<file path="src/rtl/id_ex_ctl_stage_if.sv">
// Decode-to-execute control bundle interface: decode-side inputs, EX-side
// registered outputs, interlock stall and bubble counter.
interface id_ex_ctl_stage_if #(
  parameter int CNT_W = 16
);
  logic             id_valid_i;
  logic [1:0]       pc_sel_i;
  logic             op1sel_i;
  logic [1:0]       op2sel_i;
  logic [1:0]       wb_sel_i;
  logic             pc4_sel_i;
  logic             mem_wr_i;
  logic             cpr_en_i;
  logic             rf_en_i;
  logic [5:0]       alu_fun_i;
  logic [4:0]       rd_i;
  logic [4:0]       rs1_i;
  logic [4:0]       rs2_i;
  logic             rs1_used_i;
  logic             rs2_used_i;
  logic             flush_i;
  logic             mem_stall_i;
  logic             ex_valid_o;
  logic [1:0]       ex_pc_sel_o;
  logic             ex_op1sel_o;
  logic [1:0]       ex_op2sel_o;
  logic [1:0]       ex_wb_sel_o;
  logic             ex_pc4_sel_o;
  logic             ex_mem_wr_o;
  logic             ex_cpr_en_o;
  logic             ex_rf_en_o;
  logic [5:0]       ex_alu_fun_o;
  logic [4:0]       ex_rd_o;
  logic             stall_o;
  logic [CNT_W-1:0] bubble_cnt_o;

  modport master (
    output id_valid_i, pc_sel_i, op1sel_i, op2sel_i, wb_sel_i, pc4_sel_i,
           mem_wr_i, cpr_en_i, rf_en_i, alu_fun_i, rd_i, rs1_i, rs2_i,
           rs1_used_i, rs2_used_i, flush_i, mem_stall_i,
    input  ex_valid_o, ex_pc_sel_o, ex_op1sel_o, ex_op2sel_o, ex_wb_sel_o,
           ex_pc4_sel_o, ex_mem_wr_o, ex_cpr_en_o, ex_rf_en_o, ex_alu_fun_o,
           ex_rd_o, stall_o, bubble_cnt_o
  );

  modport slave (
    input  id_valid_i, pc_sel_i, op1sel_i, op2sel_i, wb_sel_i, pc4_sel_i,
           mem_wr_i, cpr_en_i, rf_en_i, alu_fun_i, rd_i, rs1_i, rs2_i,
           rs1_used_i, rs2_used_i, flush_i, mem_stall_i,
    output ex_valid_o, ex_pc_sel_o, ex_op1sel_o, ex_op2sel_o, ex_wb_sel_o,
           ex_pc4_sel_o, ex_mem_wr_o, ex_cpr_en_o, ex_rf_en_o, ex_alu_fun_o,
           ex_rd_o, stall_o, bubble_cnt_o
  );
endinterface

</file>
<file path="src/rtl/id_ex_ctl_stage.sv">
// ID/EX pipeline register for the decoded control bundle, with load-use
// interlock, flush squashing, memory-stall hold and a saturating bubble counter.
module id_ex_ctl_stage #(
  parameter int CNT_W = 16
) (
  input logic              clk,
  input logic              reset,
  id_ex_ctl_stage_if.slave bus
);
  localparam int CTL_W = 17;

  // Bundle layout: pc_sel[16:15] op1sel[14] op2sel[13:12] wb_sel[11:10]
  // pc4_sel[9] mem_wr[8] cpr_en[7] rf_en[6] alu_fun[5:0]
  logic [CTL_W-1:0] ctl_r;
  logic [CTL_W-1:0] ctl_in_s;
  logic             valid_r;
  logic [4:0]       rd_r;
  logic [CNT_W-1:0] cnt_r;
  logic             ex_load_s;
  logic             load_use_s;
  logic             bubble_s;

  function automatic logic [CNT_W-1:0] sat_inc(input logic [CNT_W-1:0] v);
    if (v == {CNT_W{1'b1}}) begin
      sat_inc = v;
    end else begin
      sat_inc = v + {{(CNT_W-1){1'b0}}, 1'b1};
    end
  endfunction

  assign ctl_in_s = {bus.pc_sel_i, bus.op1sel_i, bus.op2sel_i, bus.wb_sel_i,
                     bus.pc4_sel_i, bus.mem_wr_i, bus.cpr_en_i, bus.rf_en_i,
                     bus.alu_fun_i};

  // Load-use hazard detection against the instruction currently in EX
  always_comb begin
    ex_load_s  = valid_r & ctl_r[6] & (ctl_r[11:10] == 2'b00);
    load_use_s = bus.id_valid_i & ex_load_s & (rd_r != 5'd0) &
                 ((bus.rs1_used_i & (bus.rs1_i == rd_r)) |
                  (bus.rs2_used_i & (bus.rs2_i == rd_r)));
    bubble_s   = bus.flush_i | load_use_s;
  end

  // A flush squashes the dependent instruction, so it never needs holding
  assign bus.stall_o = bus.mem_stall_i | (load_use_s & ~bus.flush_i);

  // EX register update: memory stall holds, flush/load-use insert a bubble
  always_ff @(posedge clk or posedge reset) begin
    if (reset) begin
      ctl_r   <= {CTL_W{1'b0}};
      valid_r <= 1'b0;
      rd_r    <= 5'd0;
      cnt_r   <= {CNT_W{1'b0}};
    end else if (bus.mem_stall_i) begin
      ctl_r   <= ctl_r;
      valid_r <= valid_r;
      rd_r    <= rd_r;
      cnt_r   <= cnt_r;
    end else if (bubble_s) begin
      ctl_r   <= {CTL_W{1'b0}};
      valid_r <= 1'b0;
      rd_r    <= 5'd0;
      cnt_r   <= sat_inc(cnt_r);
    end else if (bus.id_valid_i) begin
      ctl_r   <= ctl_in_s;
      valid_r <= 1'b1;
      rd_r    <= bus.rd_i;
      cnt_r   <= cnt_r;
    end else begin
      ctl_r   <= {CTL_W{1'b0}};
      valid_r <= 1'b0;
      rd_r    <= 5'd0;
      cnt_r   <= cnt_r;
    end
  end

  assign bus.ex_valid_o   = valid_r;
  assign bus.ex_pc_sel_o  = ctl_r[16:15];
  assign bus.ex_op1sel_o  = ctl_r[14];
  assign bus.ex_op2sel_o  = ctl_r[13:12];
  assign bus.ex_wb_sel_o  = ctl_r[11:10];
  assign bus.ex_pc4_sel_o = ctl_r[9];
  assign bus.ex_mem_wr_o  = ctl_r[8];
  assign bus.ex_cpr_en_o  = ctl_r[7];
  assign bus.ex_rf_en_o   = ctl_r[6];
  assign bus.ex_alu_fun_o = ctl_r[5:0];
  assign bus.ex_rd_o      = rd_r;
  assign bus.bubble_cnt_o = cnt_r;
endmodule

</file>
<file path="src/flat_wrapper.sv">
// flat-port wrapper written by rule: the top's interface ports become plain ports
module id_ex_ctl_stage_flat 
#(
  parameter int CNT_W = 16
)
  (clk, reset, bus_id_valid_i, bus_pc_sel_i, bus_op1sel_i, bus_op2sel_i, bus_wb_sel_i, bus_pc4_sel_i, bus_mem_wr_i, bus_cpr_en_i, bus_rf_en_i, bus_alu_fun_i, bus_rd_i, bus_rs1_i, bus_rs2_i, bus_rs1_used_i, bus_rs2_used_i, bus_flush_i, bus_mem_stall_i, bus_ex_valid_o, bus_ex_pc_sel_o, bus_ex_op1sel_o, bus_ex_op2sel_o, bus_ex_wb_sel_o, bus_ex_pc4_sel_o, bus_ex_mem_wr_o, bus_ex_cpr_en_o, bus_ex_rf_en_o, bus_ex_alu_fun_o, bus_ex_rd_o, bus_stall_o, bus_bubble_cnt_o);
  id_ex_ctl_stage_if #(.CNT_W(CNT_W)) bus_i ();
  input logic clk;
  input logic reset;
  input wire logic [$bits(bus_i.id_valid_i)-1:0] bus_id_valid_i;
  input wire logic [$bits(bus_i.pc_sel_i)-1:0] bus_pc_sel_i;
  input wire logic [$bits(bus_i.op1sel_i)-1:0] bus_op1sel_i;
  input wire logic [$bits(bus_i.op2sel_i)-1:0] bus_op2sel_i;
  input wire logic [$bits(bus_i.wb_sel_i)-1:0] bus_wb_sel_i;
  input wire logic [$bits(bus_i.pc4_sel_i)-1:0] bus_pc4_sel_i;
  input wire logic [$bits(bus_i.mem_wr_i)-1:0] bus_mem_wr_i;
  input wire logic [$bits(bus_i.cpr_en_i)-1:0] bus_cpr_en_i;
  input wire logic [$bits(bus_i.rf_en_i)-1:0] bus_rf_en_i;
  input wire logic [$bits(bus_i.alu_fun_i)-1:0] bus_alu_fun_i;
  input wire logic [$bits(bus_i.rd_i)-1:0] bus_rd_i;
  input wire logic [$bits(bus_i.rs1_i)-1:0] bus_rs1_i;
  input wire logic [$bits(bus_i.rs2_i)-1:0] bus_rs2_i;
  input wire logic [$bits(bus_i.rs1_used_i)-1:0] bus_rs1_used_i;
  input wire logic [$bits(bus_i.rs2_used_i)-1:0] bus_rs2_used_i;
  input wire logic [$bits(bus_i.flush_i)-1:0] bus_flush_i;
  input wire logic [$bits(bus_i.mem_stall_i)-1:0] bus_mem_stall_i;
  output wire logic [$bits(bus_i.ex_valid_o)-1:0] bus_ex_valid_o;
  output wire logic [$bits(bus_i.ex_pc_sel_o)-1:0] bus_ex_pc_sel_o;
  output wire logic [$bits(bus_i.ex_op1sel_o)-1:0] bus_ex_op1sel_o;
  output wire logic [$bits(bus_i.ex_op2sel_o)-1:0] bus_ex_op2sel_o;
  output wire logic [$bits(bus_i.ex_wb_sel_o)-1:0] bus_ex_wb_sel_o;
  output wire logic [$bits(bus_i.ex_pc4_sel_o)-1:0] bus_ex_pc4_sel_o;
  output wire logic [$bits(bus_i.ex_mem_wr_o)-1:0] bus_ex_mem_wr_o;
  output wire logic [$bits(bus_i.ex_cpr_en_o)-1:0] bus_ex_cpr_en_o;
  output wire logic [$bits(bus_i.ex_rf_en_o)-1:0] bus_ex_rf_en_o;
  output wire logic [$bits(bus_i.ex_alu_fun_o)-1:0] bus_ex_alu_fun_o;
  output wire logic [$bits(bus_i.ex_rd_o)-1:0] bus_ex_rd_o;
  output wire logic [$bits(bus_i.stall_o)-1:0] bus_stall_o;
  output wire logic [$bits(bus_i.bubble_cnt_o)-1:0] bus_bubble_cnt_o;
  assign bus_i.id_valid_i = bus_id_valid_i;
  assign bus_i.pc_sel_i = bus_pc_sel_i;
  assign bus_i.op1sel_i = bus_op1sel_i;
  assign bus_i.op2sel_i = bus_op2sel_i;
  assign bus_i.wb_sel_i = bus_wb_sel_i;
  assign bus_i.pc4_sel_i = bus_pc4_sel_i;
  assign bus_i.mem_wr_i = bus_mem_wr_i;
  assign bus_i.cpr_en_i = bus_cpr_en_i;
  assign bus_i.rf_en_i = bus_rf_en_i;
  assign bus_i.alu_fun_i = bus_alu_fun_i;
  assign bus_i.rd_i = bus_rd_i;
  assign bus_i.rs1_i = bus_rs1_i;
  assign bus_i.rs2_i = bus_rs2_i;
  assign bus_i.rs1_used_i = bus_rs1_used_i;
  assign bus_i.rs2_used_i = bus_rs2_used_i;
  assign bus_i.flush_i = bus_flush_i;
  assign bus_i.mem_stall_i = bus_mem_stall_i;
  assign bus_ex_valid_o = bus_i.ex_valid_o;
  assign bus_ex_pc_sel_o = bus_i.ex_pc_sel_o;
  assign bus_ex_op1sel_o = bus_i.ex_op1sel_o;
  assign bus_ex_op2sel_o = bus_i.ex_op2sel_o;
  assign bus_ex_wb_sel_o = bus_i.ex_wb_sel_o;
  assign bus_ex_pc4_sel_o = bus_i.ex_pc4_sel_o;
  assign bus_ex_mem_wr_o = bus_i.ex_mem_wr_o;
  assign bus_ex_cpr_en_o = bus_i.ex_cpr_en_o;
  assign bus_ex_rf_en_o = bus_i.ex_rf_en_o;
  assign bus_ex_alu_fun_o = bus_i.ex_alu_fun_o;
  assign bus_ex_rd_o = bus_i.ex_rd_o;
  assign bus_stall_o = bus_i.stall_o;
  assign bus_bubble_cnt_o = bus_i.bubble_cnt_o;
  id_ex_ctl_stage #(.CNT_W(CNT_W)) u_core (.clk(clk), .reset(reset), .bus(bus_i));
endmodule
</file>
<file path="config.mk">
export PLATFORM = sky130hd
export DESIGN_NAME = id_ex_ctl_stage_flat
export DESIGN_NICKNAME = d
export VERILOG_FILES = /design/src/rtl/id_ex_ctl_stage_if.sv /design/src/rtl/id_ex_ctl_stage.sv /design/src/flat_wrapper.sv
export SDC_FILE = /design/constraint.sdc
export NUM_CORES = 1
export LEC_CHECK = 0
export CORE_UTILIZATION = 41
export DETAILED_ROUTE_END_ITERATION = 10
export PLACE_DENSITY = 0.79
export SLEW_MARGIN = 20
export SYNTH_ARGS = -nofsm -noshare
export SYNTH_HDL_FRONTEND = slang
export SYNTH_SLANG_ARGS = --single-unit
</file>
<file path="constraint.sdc">
create_clock -name clk -period 2.75 [get_ports clk]
set_clock_uncertainty 0.15 [all_clocks]
set_input_delay 0.275 -clock clk [delete_from_list [all_inputs] [get_ports clk]]
set_output_delay 0.275 -clock clk [all_outputs]
set_load 0.005 [all_outputs]
</file>
After elaboration in Yosys (flattened, before gate mapping) --
Cells that the tools add are included.
Word-level totals: latch bits 0, memories 0, register bits 39, memory bits (writable) 0, output and inout bits 40, memory bits (read-only) 0, input port bits 39, logic and storage cells 31
Operators by class: reductions and logical operators 3, bitwise logic cells 14, divide/modulo/power cells 0, mux-type cells 6, magnitude comparators 0, equal/unequal tests 3, $add $sub $neg 1, multiply operators 0, shift-type cells 0
Operators with widths (count):
- two-way mux 17 bit | 2
- adder 16 x 1 -> 16 bit (second input constant) | 1
- equality test 16 bit (second input constant) | 1
- equality test 5 bit | 2
- two-way mux 5 bit | 2
- bitwise AND 1 bit | 8
- nonzero test 5 bit | 1
- NOT 1 bit | 3
- bitwise OR 1 bit | 3
- AND reduction 3 bit | 1
- logical NOT 2 bit | 1
- two-way mux 1 bit | 2

Logic depth before layout (Yosys ltp) --
Gate-level depths: netlist of run 1.
depth in word-level cells 7, depth in mapped cells 8

Worst setup path before layout of run 1 --
Ideal clock, no wire load.
path type register to register, start point register u_core.cnt_r[0], in the netlist u_core.bus.bubble_cnt_o[0], end point register u_core.cnt_r[11], in the netlist u_core.bus.bubble_cnt_o[11], setup slack 0.752 ns, library setup time 0.079 ns, period minus slack after synthesis 1.998 ns, cell stages (with the launch flop) 9, arrival time 1.769 ns, path buffers 1, path through dfrtp_1 ha_1 nand3_1 nor2_1 a311oi_1 a31oi_4 buf_6 nor2_1 xor2_1
Between the ends: word-level cells in the longest chain between the ends 3
RTL lines:
- start: declaration | RTL line id_ex_ctl_stage.sv:18 | logic [CNT_W-1:0] cnt_r;
- start signal: assignment | RTL line id_ex_ctl_stage.sv:53 | cnt_r <= {CNT_W{1'b0}};
- start signal: assignment | RTL line id_ex_ctl_stage.sv:58 | cnt_r <= cnt_r;
- start signal: assignment | RTL line id_ex_ctl_stage.sv:63 | cnt_r <= sat_inc(cnt_r);
- parallel branches: the longest is 3 deep, another holds adder 16 x 1 -> 16 bit
Several ways; the timed one is not identified. A chain may end at the register's enable or synchronous reset.

Worst setup path after layout of run 1 --
start point register u_core.rd_r[1], in the netlist u_core.bus.ex_rd_o[1], end point output port bus_stall_o
Between the ends: word-level cells in the longest chain between the ends 6
RTL lines:
- start: declaration | RTL line id_ex_ctl_stage.sv:17 | logic [4:0] rd_r;
- start signal: assignment | RTL line id_ex_ctl_stage.sv:57 | rd_r <= rd_r;
- start signal: assignment | RTL line id_ex_ctl_stage.sv:67 | rd_r <= bus.rd_i;
- equality test 5 bit (on tied branches) | RTL line id_ex_ctl_stage.sv:39, id_ex_ctl_stage.sv:40
- bitwise AND 1 bit (on tied branches) | RTL line id_ex_ctl_stage.sv:39, id_ex_ctl_stage.sv:40
- bitwise OR 1 bit | RTL line id_ex_ctl_stage.sv:39 | ((bus.rs1_used_i & (bus.rs1_i == rd_r)) |
- bitwise AND 1 bit * | RTL line id_ex_ctl_stage.sv:38 | load_use_s = bus.id_valid_i & ex_load_s & (rd_r != 5'd0) &
- bitwise AND 1 bit * | RTL line id_ex_ctl_stage.sv:45 | assign bus.stall_o = bus.mem_stall_i | (load_use_s & ~bus.flush_i);
- bitwise OR 1 bit * | RTL line id_ex_ctl_stage.sv:45
- end: declaration | RTL line flat_wrapper.sv:38 | output wire logic [$bits(bus_i.stall_o)-1:0] bus_stall_o;
Mark *: on every way between the ends. The rest lies on a longest branch, timed or not.

==> results of run 1 <==
==> power groups by stage <==
| stage | Sequential [mW] | Clock (mW) | Combinational, mW |
|---|---|---|---|
| finish | 0.738 | 0.492 | 0.384 |
| global route | 0.750 | 0.524 | 0.419 |
| CTS | 0.737 | 0.498 | 0.390 |
| detailed placement | 0.745 | 0 | 0.389 |
| global placement | 0.747 | 0 | 0.379 |
| floorplan | 0.742 | 0 | 0.148 |
==> cells in the mapped netlist (all sizes together) <==
library cell / instances
clkbuf: 2
and4b: 1
nand2: 7
o22ai: 1
nand3: 5
a21o: 1
mux2: 1
o21bai: 1
nand4: 7
xnor2: 13
xor2: 12
nor4: 1
a21oi: 1
ha: 1
a311oi: 1
nor4b: 1
a22o: 22
a31oi: 2
inv: 5
nor3: 4
buf: 5
nor2: 16
dfrtp: 39
==> critical path: stages, from the launching register on <==
cell and delay [ns]:
dfrtp_1 0.45, xnor2_1 0.19, nand4_1 0.13, o22ai_2 0.26
nand2_1 0.10, o21bai_1 0.14, clkdlybuf4s50_1 0.53
==> area by class of cell <==
cell class	count	area (um^2)	area share, %
clock buffer	6	82.6	3.07
clock inverter	2	35.0	1.30
inverter	5	18.8	0.698
multi-input combinational	98	711	26.4
sequential	39	976	36.3
tap	50	62.6	2.33
timing repair buffer	81	803	29.9
==> registers in the layout, indices dropped and copies added, names as in the netlist <==
| signal | flops |
|---|---|
| u_core.ctl_r | 17 |
| u_core.bus.bubble_cnt_o | 16 |
| u_core.bus.ex_rd_o | 5 |
| u_core.bus.ex_valid_o | 1 |
==> path summary, 6_finish.rpt <==
path | startpoint | end | depth (start not counted)
worst min register to register | u_core.bus.bubble_cnt_o[7] | u_core.bus.bubble_cnt_o[7] | 1
min in group clk | u_core.bus.bubble_cnt_o[7] | u_core.bus.bubble_cnt_o[7] | 1
worst max-delay path | u_core.bus.ex_rd_o[1] | bus_stall_o | 6
worst min-delay path | reset | u_core.bus.bubble_cnt_o[15] | 3
max in group asynchronous | reset | u_core.bus.bubble_cnt_o[6] | 3
worst max register to register | u_core.bus.bubble_cnt_o[0] | u_core.bus.bubble_cnt_o[1] | 6
==> stage by stage <==
stage                     area (um^2)  power (mW)  setup slack, ns  std cells  hold slack, ns
after detailed placement         2570        1.13            0.259        273           0.341
final                            2690        1.61            0.231        281           0.251
after floorplan                  1760       0.890            0.752        149           0.253
after CTS                        2690        1.63            0.195        281           0.266
after global placement           2570        1.13            0.310        273           0.340
after global routing             2690        1.69           0.0407        281           0.312
==> per-layer routing <==
layer / up-vias / track usage (%) / routed length [um]
li1: 690 / - / -
met1: 666 / 23.8 / 1820
met5: - / 0 / 0
met3: 6 / 2.70 / 253
met4: 0 / 7.98 / 68
met2: 43 / 29.3 / 1950
==> kinds of logic (layout without fill, tap and decap cells) <==
| kind of cell | after synthesis | after routing | share of synthesized area (%) |
|---|---|---|---|
| adders and majority gates | 1 | 1 | 0.710 |
| muxes | 1 | 1 | 0.639 |
| buffers and inverters | 12 | 94 | 4.26 |
| and+or+nand+nor | 42 | 42 | 11.7 |
| AOI/OAI and AO/OA | 29 | 29 | 14.8 |
| DFF | 39 | 39 | 55.4 |
| xor gates and xnor gates | 25 | 25 | 12.4 |
==> impl_metrics.py, run 1 <==
metrics = {
    "run": {
        "drv_cap": 0,
    },
    "power": {
        "p_per_area_nw_per_um2": 600,
        "p_leak_nw": 1.16,
        "pwr-share-clk_pct": 30.5,
        "peakVddDrop_uv": 353,
        "p_int_mw": 1.20,
        "p_sw_share_pct": 25.8,
        "p_seq_share_pct": 45.7,
        "comb_power_share_pct": 23.8,
        "p_switching_uw": 416,
    },
    "finish": {
        "area_growth_pct": 52.6,
        "nFillCells": 336,
        "post_route_cells_drive_above_1_share_pct": 6.49,
        "utilization_pct": 66.3,
        "mostFrequentLayoutCell": "clkdlybuf4s50_1",
        "final_cell_mix": "clkdlybuf4s50_1 (78), dfrtp_1 (39), a22o_1 (22)",
        "layout.nets": 270,
        "diodes": 0,
    },
    "timing": {
        "setup_violations": 0,
        "max_freq_ghz": 0.397,
        "period_minus_slack_ns": 2.52,
        "setup_tns_ns": 0,
        "fin_crit_sh_pct": 91.6,
        "rsz0062_at_grt": "no",
        "tightestPinTransition_ns": 0.832,
        "maxSlewHeadroom_pct": 44.5,
        "finalHoldViolCount": 0,
        "slew_violations": 0,
    },
    "floorplanning": {
        "io_pins": 79,
        "start_util_pct": 43.4,
        "die_x_um": 67.6,
        "dieArea_um2": 4560,
        "die_h_um": 67.6,
        "coreArea_um2": 4060,
        "rows": 23,
    },
    "global_route": {
        "grt_pass1_wl_um": 6130,
        "gr-total-overflow": 0,
        "grt_use_total_pct": 18.1,
        "grt_pass1_vias": 1334,
        "grt_max_degree": 40,
        "antenna_found_initial": 0,
    },
    "cts": {
        "cts_setup_buffers": 0,
        "clock_latency_ns": 0.29,
        "clkSinkCount": 39,
        "cts_hold_buf": 0,
        "cts.htree.levels": 2,
        "cts_tree": "built",
        "cts_buffers": 5,
        "clock_tree.root_cell": "clkbuf_8",
        "ctsResizeCount": 0,
        "clock_tree.buffer_depth": 2,
        "clk_pin_slew_ns": 0.08,
    },
    "place": {
        "gp_congestion": 0.771,
        "portBuffers": 78,
        "dp_hpwl_um": 2970,
    },
    "worst_hold_path": {
        "hold_path_class": "input port to asynchronous set/reset pin",
    },
    "critical_path": {
        "worstSetupEndpointType": "primary output",
        "worst_ep_required_time_ns": 2.33,
        "rrSetupSlack_ns": 0.38,
        "crit_path_start_kind": "flip-flop",
        "arrival_ns": 2.09,
        "critPathKind": "flip-flop to primary output",
        "crit_fanout": 5,
    },
    "yosys": {
        "yosysUniqueCellTypes": 25,
        "yosysTopAreaCell": "dfrtp_1",
        "synth.area.top_cells": "dfrtp_1 (55%), a22o_1 (11%), xnor2_1 (6.5%)",
        "yosysTopAreaCellShare_pct": 55.4,
        "synth_seq_area_share_pct": 55.4,
        "synthesis.area_um2": 1760,
        "postSynthCellCount": 149,
        "avgSynthCellArea_um2": 11.8,
        "yosysWarnings": 0,
        "syn_nets": 189,
        "synth_seq_cells": 39,
    },
    "routing": {
        "ant_nets": 0,
        "drc": 0,
        "firstDrtPassIters": 4,
        "totalWireLength_um": 4090,
        "vias": 1405,
        "wl_per_cell_um": 14.5,
        "vias_per_cell": 5.00,
        "drt_iter0_drc": 38,
    },
    "run_status": {
        "run_status": "complete, no violations",
    },
}
No activity file was read; power rests on OpenSTA's default activity.
==> inputs of run 2 (changes only) <==
PLACE_DENSITY = unset   (was 0.79)
PLACE_DENSITY_LB_ADDON = 0.25   (was unset)
==> run 2 against run 1 <==
Effect of this change: critical path depth stayed put; sequential cell count stayed put; largest power group unchanged; global-route usage is 0.77 points higher; count of clock-buffer cells in the layout is 1 higher; setup slack better by 0.010 ns; first-iteration DRC count is 76% higher.
==> impl_metrics.py, run 2 (synthesis results as in run 1) <==
metrics = {
    "run_status": {
        "run_status": "complete, no violations",
    },
    "global_route": {
        "antenna_found_initial": 0,
        "grt_pass1_wl_um": 6210,
        "grt_max_degree": 40,
        "grt_use_total_pct": 18.9,
        "gr-total-overflow": 0,
        "grt_pass1_vias": 1303,
    },
    "finish": {
        "multi_input_area_um2": 711,
        "utilization_pct": 65.4,
        "post_route_cells_drive_above_1_share_pct": 5.63,
        "diodes": 0,
        "layout.nets": 270,
        "largest_register": "u_core.ctl_r",
        "ff_latch_area_um2": 976,
        "nFillCells": 348,
        "area_growth_pct": 50.6,
        "final_cell_mix": "clkdlybuf4s50_1 (78), dfrtp_1 (39), a22o_1 (22)",
        "mostFrequentLayoutCell": "clkdlybuf4s50_1",
        "stdcell_area_um2": 2650,
        "largest_reg_flops": 17,
    },
    "floorplanning": {
        "io_pins": 79,
        "coreArea_um2": 4060,
        "rows": 23,
        "dieArea_um2": 4560,
        "die_h_um": 67.6,
        "die_x_um": 67.6,
        "start_util_pct": 43.4,
    },
    "cts": {
        "cts_tree": "built",
        "clkSinkCount": 39,
        "cts_setup_buffers": 0,
        "clock_tree.buffer_depth": 2,
        "cts_hold_buf": 0,
        "clock_latency_ns": 0.29,
        "cts_buffers": 5,
        "cts.htree.levels": 2,
        "clk_pin_slew_ns": 0.08,
        "ctsResizeCount": 0,
        "clock_tree.root_cell": "clkbuf_8",
    },
    "timing": {
        "hold_slack_ns": 0.249,
        "maxSlewHeadroom_pct": 44.7,
        "rsz0062_at_grt": "no",
        "tightestPinTransition_ns": 0.829,
        "slew_violations": 0,
        "setup_violations": 0,
        "max_freq_ghz": 0.399,
        "fin_crit_sh_pct": 91.2,
        "period_minus_slack_ns": 2.51,
        "setup_tns_ns": 0,
        "finalHoldViolCount": 0,
    },
    "routing": {
        "vias": 1416,
        "drc": 0,
        "firstDrtPassIters": 3,
        "drt_iter0_drc": 67,
        "vias_per_cell": 5.04,
        "totalWireLength_um": 4170,
        "ant_nets": 0,
        "wl_per_cell_um": 14.9,
    },
    "critical_path": {
        "rrSetupSlack_ns": 0.47,
        "arrival_ns": 2.08,
        "worst_ep_required_time_ns": 2.33,
        "r2r-start": "u_core.bus.bubble_cnt_o[0]",
        "reg2regPathDepth": 6,
        "crit_fanout": 5,
        "r2r-end": "u_core.bus.bubble_cnt_o[1]",
        "worstSetupEndpointType": "primary output",
        "crit_path_start_kind": "flip-flop",
        "critPathKind": "flip-flop to primary output",
    },
    "place": {
        "dp_hpwl_um": 2960,
        "placed_area_um2": 2570,
        "portBuffers": 78,
        "gp_congestion": 0.693,
    },
    "power": {
        "peakVddDrop_uv": 506,
        "pwr-share-clk_pct": 24.8,
        "p_seq_share_pct": 49.2,
        "p_leak_nw": 1.14,
        "p_int_mw": 1.08,
        "p_switching_uw": 416,
        "p_sw_share_pct": 27.7,
        "p_per_area_nw_per_um2": 566,
        "comb_power_share_pct": 26.0,
    },
    "run": {
        "drv_cap": 0,
    },
    "worst_hold_path": {
        "hold_path_class": "input port to asynchronous set/reset pin",
    },
}
-- run 2: worst max path at each step --
stage,endpoint,slack (ns),start
2_1_floorplan,u_core.bus.bubble_cnt_o[11],0.75,u_core.bus.bubble_cnt_o[0]
3_3_place_gp,bus_stall_o,0.34,bus_rs1_i[1]
3_5_place_dp,u_core.bus.ex_rd_o[4],0.27,bus_rs1_i[1]
4_1_cts,bus_stall_o,0.21,u_core.bus.ex_rd_o[1]
5_1_grt,bus_stall_o,0.1,u_core.bus.ex_rd_o[1]
6_report,bus_stall_o,0.24,u_core.bus.ex_rd_o[1]
-- run 2: cell type report --
type / count / share of cell area, %
Sequential cell: 39 / 36.8
Timing Repair Buffer: 81 / 30.3
Multi-Input combinational cell: 98 / 26.8
Clock buffer: 7 / 2.88
Tap cell: 50 / 2.36
Inverter: 5 / 0.708
Clock inverter: 1 / 0.189
-- run 2: routing by layer --
layer	wire length, um	vias to the layer above	track usage (%)
met5	0	-	0
met4	57	0	7.98
met3	311	5	6.08
met2	1940	45	29.3
met1	1870	680	24.0
li1	-	686	-
-- run 2: metrics by stage --
| stage | instances | setup slack, ns | power, mW |
|---|---|---|---|
| 2_1_floorplan | 149 | 0.752 | 0.890 |
| 3_3_place_gp | 273 | 0.336 | 1.13 |
| 3_5_place_dp | 273 | 0.275 | 1.14 |
| 4_1_cts | 281 | 0.210 | 1.52 |
| 5_1_grt | 281 | 0.0960 | 1.58 |
| 6_report | 281 | 0.241 | 1.50 |
-- run 2: power groups by stage --
stage | combinational (mW) | sequential, mW | clock, mW
6_report | 0.390 | 0.739 | 0.373
5_1_grt | 0.429 | 0.750 | 0.405
4_1_cts | 0.395 | 0.739 | 0.386
3_5_place_dp | 0.393 | 0.748 | 0
3_3_place_gp | 0.385 | 0.748 | 0
2_1_floorplan | 0.148 | 0.742 | 0
-- run 2: worst max-delay path, stage by stage, from the launching register on --
cell and delay, ns:
dfrtp_1 0.45, xnor2_1 0.20, nand4_1 0.13, o22ai_2 0.26
nand2_1 0.10, o21bai_1 0.14, clkdlybuf4s50_1 0.53
